[config.mk]
export PLATFORM = sky130hd
export DESIGN_NAME = inst_fetch
export DESIGN_NICKNAME = d
export VERILOG_FILES = /design/src/rtl/inst_fetch.sv
export SDC_FILE = /design/constraint.sdc
export NUM_CORES = 1
export LEC_CHECK = 0
export BUFFER_PORTS_ARGS = -buffer_cell sky130_fd_sc_hd__buf_2
export CAP_MARGIN = 20
export CORE_MARGIN = 3
export CORE_UTILIZATION = 55
export CTS_CLUSTER_SIZE = 16
export DETAILED_ROUTE_END_ITERATION = 7
export GPL_ROUTABILITY_DRIVEN = 1
export GPL_TIMING_DRIVEN = 0
export PLACE_DENSITY = 0.81
export SLEW_MARGIN = 20
export SYNTH_ARGS = -nofsm -noshare
export SYNTH_HDL_FRONTEND = slang
export SYNTH_SLANG_ARGS = --single-unit
[constraint.sdc]
create_clock -name clk -period 8 [get_ports clk]
set_input_delay 0.4 -clock clk [delete_from_list [all_inputs] [get_ports clk]]
set_output_delay 0.4 -clock clk [all_outputs]
set_load 0.005 [all_outputs]
[src/rtl/inst_fetch.sv]
// inst_fetch: program counter, req/ack instruction-memory reader and a small
// {pc, word} FIFO whose head feeds the decoder under a valid/ready handshake.
// Optional feature macro: INST_FETCH_REDIRECT_EN adds redirect_valid/redirect_pc
// and the DROP state; without it the fetch PC is strictly sequential.
module inst_fetch #(
  parameter logic [31:0] RESET_PC = 32'h0000_3000,
  parameter int unsigned DEPTH    = 2
) (
  input  logic        clk,
  input  logic        rst_n,
  output logic        imem_req,
  output logic [31:0] imem_addr,
  input  logic        imem_ack,
  input  logic [31:0] imem_rdata,
`ifdef INST_FETCH_REDIRECT_EN
  input  logic        redirect_valid,
  input  logic [31:0] redirect_pc,
`endif
  output logic        inst_valid,
  input  logic        inst_ready,
  output logic [31:0] inst,
  output logic [31:0] pc_out,
  output logic [5:0]  op,
  output logic [5:0]  funct
);

  localparam int AW  = $clog2(DEPTH);
  localparam int CW  = $clog2(DEPTH + 1);
  localparam int CW1 = CW + 1;
  localparam logic [CW:0] DEPTH_C = CW1'(DEPTH);
  localparam logic [CW:0] ONE_C   = CW1'(1);

  typedef enum logic [1:0] {
    IDLE = 2'd0,
    WAIT = 2'd1
`ifdef INST_FETCH_REDIRECT_EN
    ,
    DROP = 2'd2
`endif
  } state_e;

  state_e        state_q, state_d;
  logic [31:0]   fetch_pc_q, fetch_pc_d;
  logic [CW-1:0] count_q, count_d;
  logic [AW-1:0] wr_ptr_q, wr_ptr_d;
  logic [AW-1:0] rd_ptr_q, rd_ptr_d;
  logic [31:0]   fifo_pc_q   [DEPTH];
  logic [31:0]   fifo_word_q [DEPTH];

  logic          push;
  logic          pop;
  logic          redir;
  logic [31:0]   redir_tgt;
  logic [CW:0]   cnt_after_pop;

`ifdef INST_FETCH_REDIRECT_EN
  logic [31:0]   drop_addr_q;

  assign redir     = redirect_valid;
  assign redir_tgt = redirect_pc & 32'hFFFF_FFFC;
`else
  assign redir     = 1'b0;
  assign redir_tgt = 32'h0000_0000;
`endif

  assign inst_valid    = (count_q != '0);
  assign pop           = inst_valid & inst_ready;
  // A redirect flushes the FIFO, so an ack landing in the same cycle is dropped.
  assign push          = (state_q == WAIT) & imem_ack & ~redir;
  assign cnt_after_pop = {1'b0, count_q} - {{CW{1'b0}}, pop};

  // Next state, fetch PC and FIFO occupancy/pointers; a redirect overrides all.
  always_comb begin
    state_d    = state_q;
    fetch_pc_d = fetch_pc_q;
    count_d    = count_q;
    wr_ptr_d   = wr_ptr_q;
    rd_ptr_d   = rd_ptr_q;

    case (state_q)
      IDLE: begin
        if (redir || (cnt_after_pop < DEPTH_C)) state_d = WAIT;
      end
      WAIT: begin
        if (imem_ack) begin
          if (!redir) begin
            fetch_pc_d = fetch_pc_q + 32'd4;
            // Only keep requesting if the word just pushed still leaves room.
            state_d    = ((cnt_after_pop + ONE_C) < DEPTH_C) ? WAIT : IDLE;
          end
        end
`ifdef INST_FETCH_REDIRECT_EN
        else if (redir) begin
          state_d = DROP;
        end
`endif
      end
`ifdef INST_FETCH_REDIRECT_EN
      // The ack retires the abandoned access even if another redirect arrives.
      DROP: begin
        if (imem_ack) state_d = WAIT;
      end
`endif
      default: state_d = IDLE;
    endcase

    if (push) wr_ptr_d = wr_ptr_q + AW'(1);
    if (pop)  rd_ptr_d = rd_ptr_q + AW'(1);
    if (push && !pop)      count_d = count_q + CW'(1);
    else if (pop && !push) count_d = count_q - CW'(1);

    if (redir) begin
      fetch_pc_d = redir_tgt;
      count_d    = '0;
      wr_ptr_d   = '0;
      rd_ptr_d   = '0;
    end
  end

  // Control state; asynchronous reset drops imem_req immediately.
  always_ff @(posedge clk or negedge rst_n) begin
    if (!rst_n) begin
      state_q    <= IDLE;
      fetch_pc_q <= RESET_PC;
      count_q    <= '0;
      wr_ptr_q   <= '0;
      rd_ptr_q   <= '0;
    end else begin
      state_q    <= state_d;
      fetch_pc_q <= fetch_pc_d;
      count_q    <= count_d;
      wr_ptr_q   <= wr_ptr_d;
      rd_ptr_q   <= rd_ptr_d;
    end
  end

  // FIFO storage; contents are qualified by count, so no reset is needed.
  always_ff @(posedge clk) begin
    if (push) begin
      fifo_pc_q[wr_ptr_q]   <= fetch_pc_q;
      fifo_word_q[wr_ptr_q] <= imem_rdata;
    end
  end

`ifdef INST_FETCH_REDIRECT_EN
  // Remember the address of the access being abandoned so it stays on the bus.
  always_ff @(posedge clk or negedge rst_n) begin
    if (!rst_n) begin
      drop_addr_q <= RESET_PC;
    end else if ((state_q == WAIT) && redir && !imem_ack) begin
      drop_addr_q <= fetch_pc_q;
    end
  end

  assign imem_addr = (state_q == DROP) ? drop_addr_q : fetch_pc_q;
`else
  assign imem_addr = fetch_pc_q;
`endif

  assign imem_req = (state_q != IDLE);

  assign inst   = inst_valid ? fifo_word_q[rd_ptr_q] : 32'h0000_0000;
  assign pc_out = inst_valid ? fifo_pc_q[rd_ptr_q]   : 32'h0000_0000;
  assign op     = inst[31:26];
  assign funct  = inst[5:0];

endmodule

Word level (Yosys, flattened, before mapping) --
Memory sizes are Yosys's and may differ from the RTL's. Cells that the tools add are included.
Cells by class: reductions and logical operators 10, $lt $le $gt $ge 2, bitwise operators 2, add/subtract/negate cells 7, muxes and demuxes 10, equality and inequality tests 3
Operator list (number):
- 32-bit two-way mux | 2
- 32-bit by 3-bit adder with 32-bit output, second input constant | 1
- 2-bit two-way mux | 4
- 3-bit by 2-bit < comparator with 1-bit output, second input constant | 2
- 2-bit nonzero test | 3
- 2-bit inequality test, second input constant | 2
- 2-bit case mux with 2 select lines | 1
- 2-bit AND reduction | 2
- 3-bit by 1-bit adder with 3-bit output, second input constant | 1
- 1-bit two-way mux | 3
- 2-bit by 1-bit subtractor with 3-bit output | 1
- 1-bit adder, second input constant | 2
- 2-bit by 1-bit adder with 2-bit output, second input constant | 1
- 1-bit bitwise AND | 2
- 2-bit by 1-bit equality test with 1-bit output, second input constant | 1
- 1-bit logical AND | 2
- 1-bit logical NOT | 2
- 2-bit logical NOT | 1
- 2-bit by 1-bit subtractor with 2-bit output, second input constant | 1
Word-level totals: RAM bits 128, flip-flop bits (word level) 38, word-level logic and storage cells 41, memories 2, output and inout bits 110
Memory list:
- fifo_pc_q | words 2, width 32, read ports 1, clocked after memory_dff 0, wr ports 1, line 47 | logic [31:0] fifo_pc_q [DEPTH];
- fifo_word_q | words 2, width 32, read ports 1, clocked after memory_dff 0, wr ports 1, line 48 | logic [31:0] fifo_word_q [DEPTH];

Longest topological paths before layout --
word-level depth 8, gate-level depth with buffers 12, depth with buffers taken out 12

Worst setup path after synthesis --
OpenSTA, ideal clock, no wires.
kind register to register, start point register state_q[0], end point memory fifo_pc_q[0][10] (enable), required time 7.518 ns, cell stages (with the launch flop) 3, period minus slack after synthesis 3.709 ns, path buffers 0, library setup time 0.482 ns, slack 4.291 ns, arrival time 3.227 ns, cell sequence dfrtp_1 nand2_1 nor2_1
On the way: longest elaborated chain between the ends 4
RTL lines:
- start: declaration | line 42 | state_e state_q, state_d;
- start signal: assignment | line 129 | state_q <= state_d;
- 2-bit by 1-bit equality test with 1-bit output | line 69 | assign push = (state_q == WAIT) & imem_ack & ~redir;
- 1-bit bitwise AND | line 69
- 1-bit two-way mux | line 139 | if (push) begin
- 1-bit two-way mux (implied by the code) | line 140 | fifo_pc_q[wr_ptr_q] <= fetch_pc_q;
- end: declaration | line 47
Every way passes these cells.

Worst setup path in the final report --
start point register count_q[0], end point output op[4]
On the way: longest elaborated chain between the ends 2
RTL lines:
- start: declaration | line 44 | logic [CW-1:0] count_q, count_d;
- start signal: assignment | line 131 | count_q <= count_d;
- 2-bit nonzero test | line 66 | assign inst_valid = (count_q != '0);
- 32-bit two-way mux | line 162 | assign inst = inst_valid ? fifo_word_q[rd_ptr_q] : 32'h0000_0000;
- end: declaration | line 23 | output logic [5:0] op,
Every way passes these cells.

==> flow_summary.toml <==
[outcome]
status = "finished, final reports clean"

[finish]
antennaDiodeCount = 0
fin_area_mm2 = 0.00799
final_cells = 743
layout-drive-gt1-share = 0.342
fillers = 766
layout.nets = 631
area_delta_synth_final_pct = 24.5

[setup_path]
slowest_stage = "nor2_1"
worstPathCellList = "nor2_1 -> clkbuf_1 -> nor2_1 -> buf_4 -> buf_2"
path_buf_inv = 3
cp.arrival_ns = 2.46
endpoint_kind = "output pin"
path_common_cell = "nor2_1"
slowest_delay_ns = 0.65
critPathLaunchType = "flop"
crit_fanout = 10
crit_type = "reg2out"
cp_top_family = "simple AND/OR/NAND/NOR gates"
r2r_start = "count_q[0]"
crit_path_start = "count_q[0]"
required_ns = 7.60

[floorplanning]
io-pin-count = 146
core_area_mm2 = 0.0111
die_area_mm2 = 0.0130
rows = 38
start_util = 0.577
die_w_um = 114
die_h_um = 114

[grt]
antenna_found_initial = 0
first_global_vias = 3913
grt_max_degree = 45
grt_overflow = 0
grt_use_total = 0.204
grt_pass1_wl_um = 20200

[synthesis]
synth.distinct_cells = 26
synthesis.area_mm2 = 0.00642
synth_ff_type = "edfxtp_1"
ys_async_sr_fraction = 0.220
avgSynthCellArea_um2 = 15.1
syn_inst = 424
ys_seq_area_frac = 0.717
synth_edf_count = 124
synth-seq-cells = 159
ys.warnings.count = 0

[clock_network]
tritoncts = "built"
clk_latency_ns = 0.41
htreeDepth = 4
postCtsHoldBufs = 0
clock_path_buffers = 2
cts_buffers = 17
cts_resized = 0
cts.clk_slew.worst_paths_ns = 0.06
post-cts-setup-buffer-count = 0
cts-root-buf = "clkbuf_16"
numClockSinks = 159

[power_and_ir_drop]
p_switching_uw = 849
p_per_area_mw_per_mm2 = 351
p_int_uw = 1950
comb_power_share = 0.320
power_leakage_uw = 0.00352
p_clk_frac = 0.279
switching_share = 0.303
p_seq_frac = 0.401
ir_worst_vdd_v = 0.000262

[detailed_routing]
drcViolationCount = 0
viasPerCell = 5.20
drt_wl_total_um = 12900
ant_nets = 0
drt-pass1-iter-count = 4
routedWlPerCell_um = 17.3
vias = 3864
drt-initial-drc-count = 190

[place]
portBuffers = 141
place_congestion = 0.747
place_hpwl_um = 8880
place_area_mm2 = 0.00740
dpl.cell_count = 711

[timing]
fin_crit_ns = 2.86
period_share = 0.358
tns_ns = 0
fin_skew_ns = 0.00763
setup_viol = 0
slew_headroom = 0.444
slew_viol_final = 0
worst_pin_slew_ns = 0.831
grt_setup_unrepaired = "no"
finalHoldViolations = 0
max_freq_mhz = 349

[worst_hold_path]
hold_path_class = "in2async"

[run]
maxCapViolCount = 0
## through the flow
stage	utilization	hold slack (ns)	power, µW	setup WS (ns)
after global routing	0.718	0.117	2970	4.97
final	0.718	0.0885	2800	5.14
after detailed placement	0.665	0.518	2050	5.30
after global placement	0.657	0.475	2000	2.81
after CTS	0.718	0.0874	2840	5.10
after floorplan	-	0.104	1660	4.29
## logic make-up after synthesis
group | count (synthesis) | synth area share
and+or+nand+nor | 122 | 0.0930
adders and majority gates | 5 | 0.00974
buffers and inverters | 37 | 0.0322
muxes | 63 | 0.0984
xor gates and xnor gates | 35 | 0.0477
DFF | 159 | 0.717
AOI/OAI and AO/OA | 2 | 0.00156
other | 1 | 0.000584
## power groups by stage
stage	Combinational [µW]	Clock, µW	Sequential, µW
final	896	782	1120
after CTS	917	795	1120
after floorplan	529	0	1130
after global routing	996	837	1140
after global placement	860	0	1140
after detailed placement	910	0	1140
## area by class of cell
class / count / area [µm²] / share of cell area
clock inverter: 7 / 73.8 / 0.00924
clock buffer: 25 / 518 / 0.0648
inverter: 8 / 30.0 / 0.00376
multi-input combinational: 231 / 1640 / 0.205
timing repair buffer: 144 / 781 / 0.0977
sequential: 159 / 4600 / 0.576
buffer: 29 / 176 / 0.0221
tap: 140 / 175 / 0.0219
## layer usage
layer  global-route usage  up-vias  share of wire  wire length [µm]
met2                0.335      126           0.50              6460
met5                    0        -              0                 0
met3               0.0647       13          0.073               938
li1                     -     1846              -                 -
met1                0.260     1879           0.41              5330
met4               0.0665        0          0.011               136
## flip-flops by register name, summed over array words and instances, names as in the netlist
name	flops
imem_addr	30
wr_ptr_q	1
fifo_word_q	64
fifo_pc_q	60
count_q	2
state_q	1
rd_ptr_q	1
## Yosys cell counts (2+ instances only)
| cell type | number | share of area |
|---|---|---|
| nand4_1 | 13 | 0.013 |
| o21ai_0 | 2 | 0.0016 |
| dfrtp_1 | 33 | 0.13 |
| nand2_1 | 12 | 0.0070 |
| and3_1 | 7 | 0.0068 |
| inv_1 | 8 | 0.0047 |
| ha_1 | 5 | 0.0097 |
| xor2_1 | 6 | 0.0082 |
| buf_4 | 16 | 0.019 |
| nand3_1 | 9 | 0.0070 |
| xnor2_1 | 29 | 0.040 |
| and4_1 | 2 | 0.0027 |
| mux2i_1 | 62 | 0.097 |
| clkbuf_1 | 7 | 0.0041 |
| nor3_2 | 4 | 0.0062 |
| nor2_1 | 68 | 0.040 |
| dfstp_2 | 2 | 0.0082 |
| edfxtp_1 | 124 | 0.58 |
| and2_1 | 3 | 0.0029 |
| buf_2 | 6 | 0.0047 |
## final timing paths
check,end,slack (ns),depth (start not counted)
max in group asynchronous,imem_addr[17],7.39,1
worst min register to register,imem_addr[12],0.54,1
min in group clk,fifo_word_q[0][27],0.18,1
worst max-delay path,op[4],5.14,5
worst max register to register,state_q[0],5.32,12
worst min-delay path,count_q[1],0.09,1
## placed cells by master, fill, tap and decap left out, drive strengths merged, types with 10 or more instances in the layout
cell type,n
nand4,14
mux2i,62
nor2,68
clkbuf,32
edfxtp,124
nand3,10
dfrtp,33
xnor2,29
buf,166
nand2,12
Power figures use the tool's default switching activity.
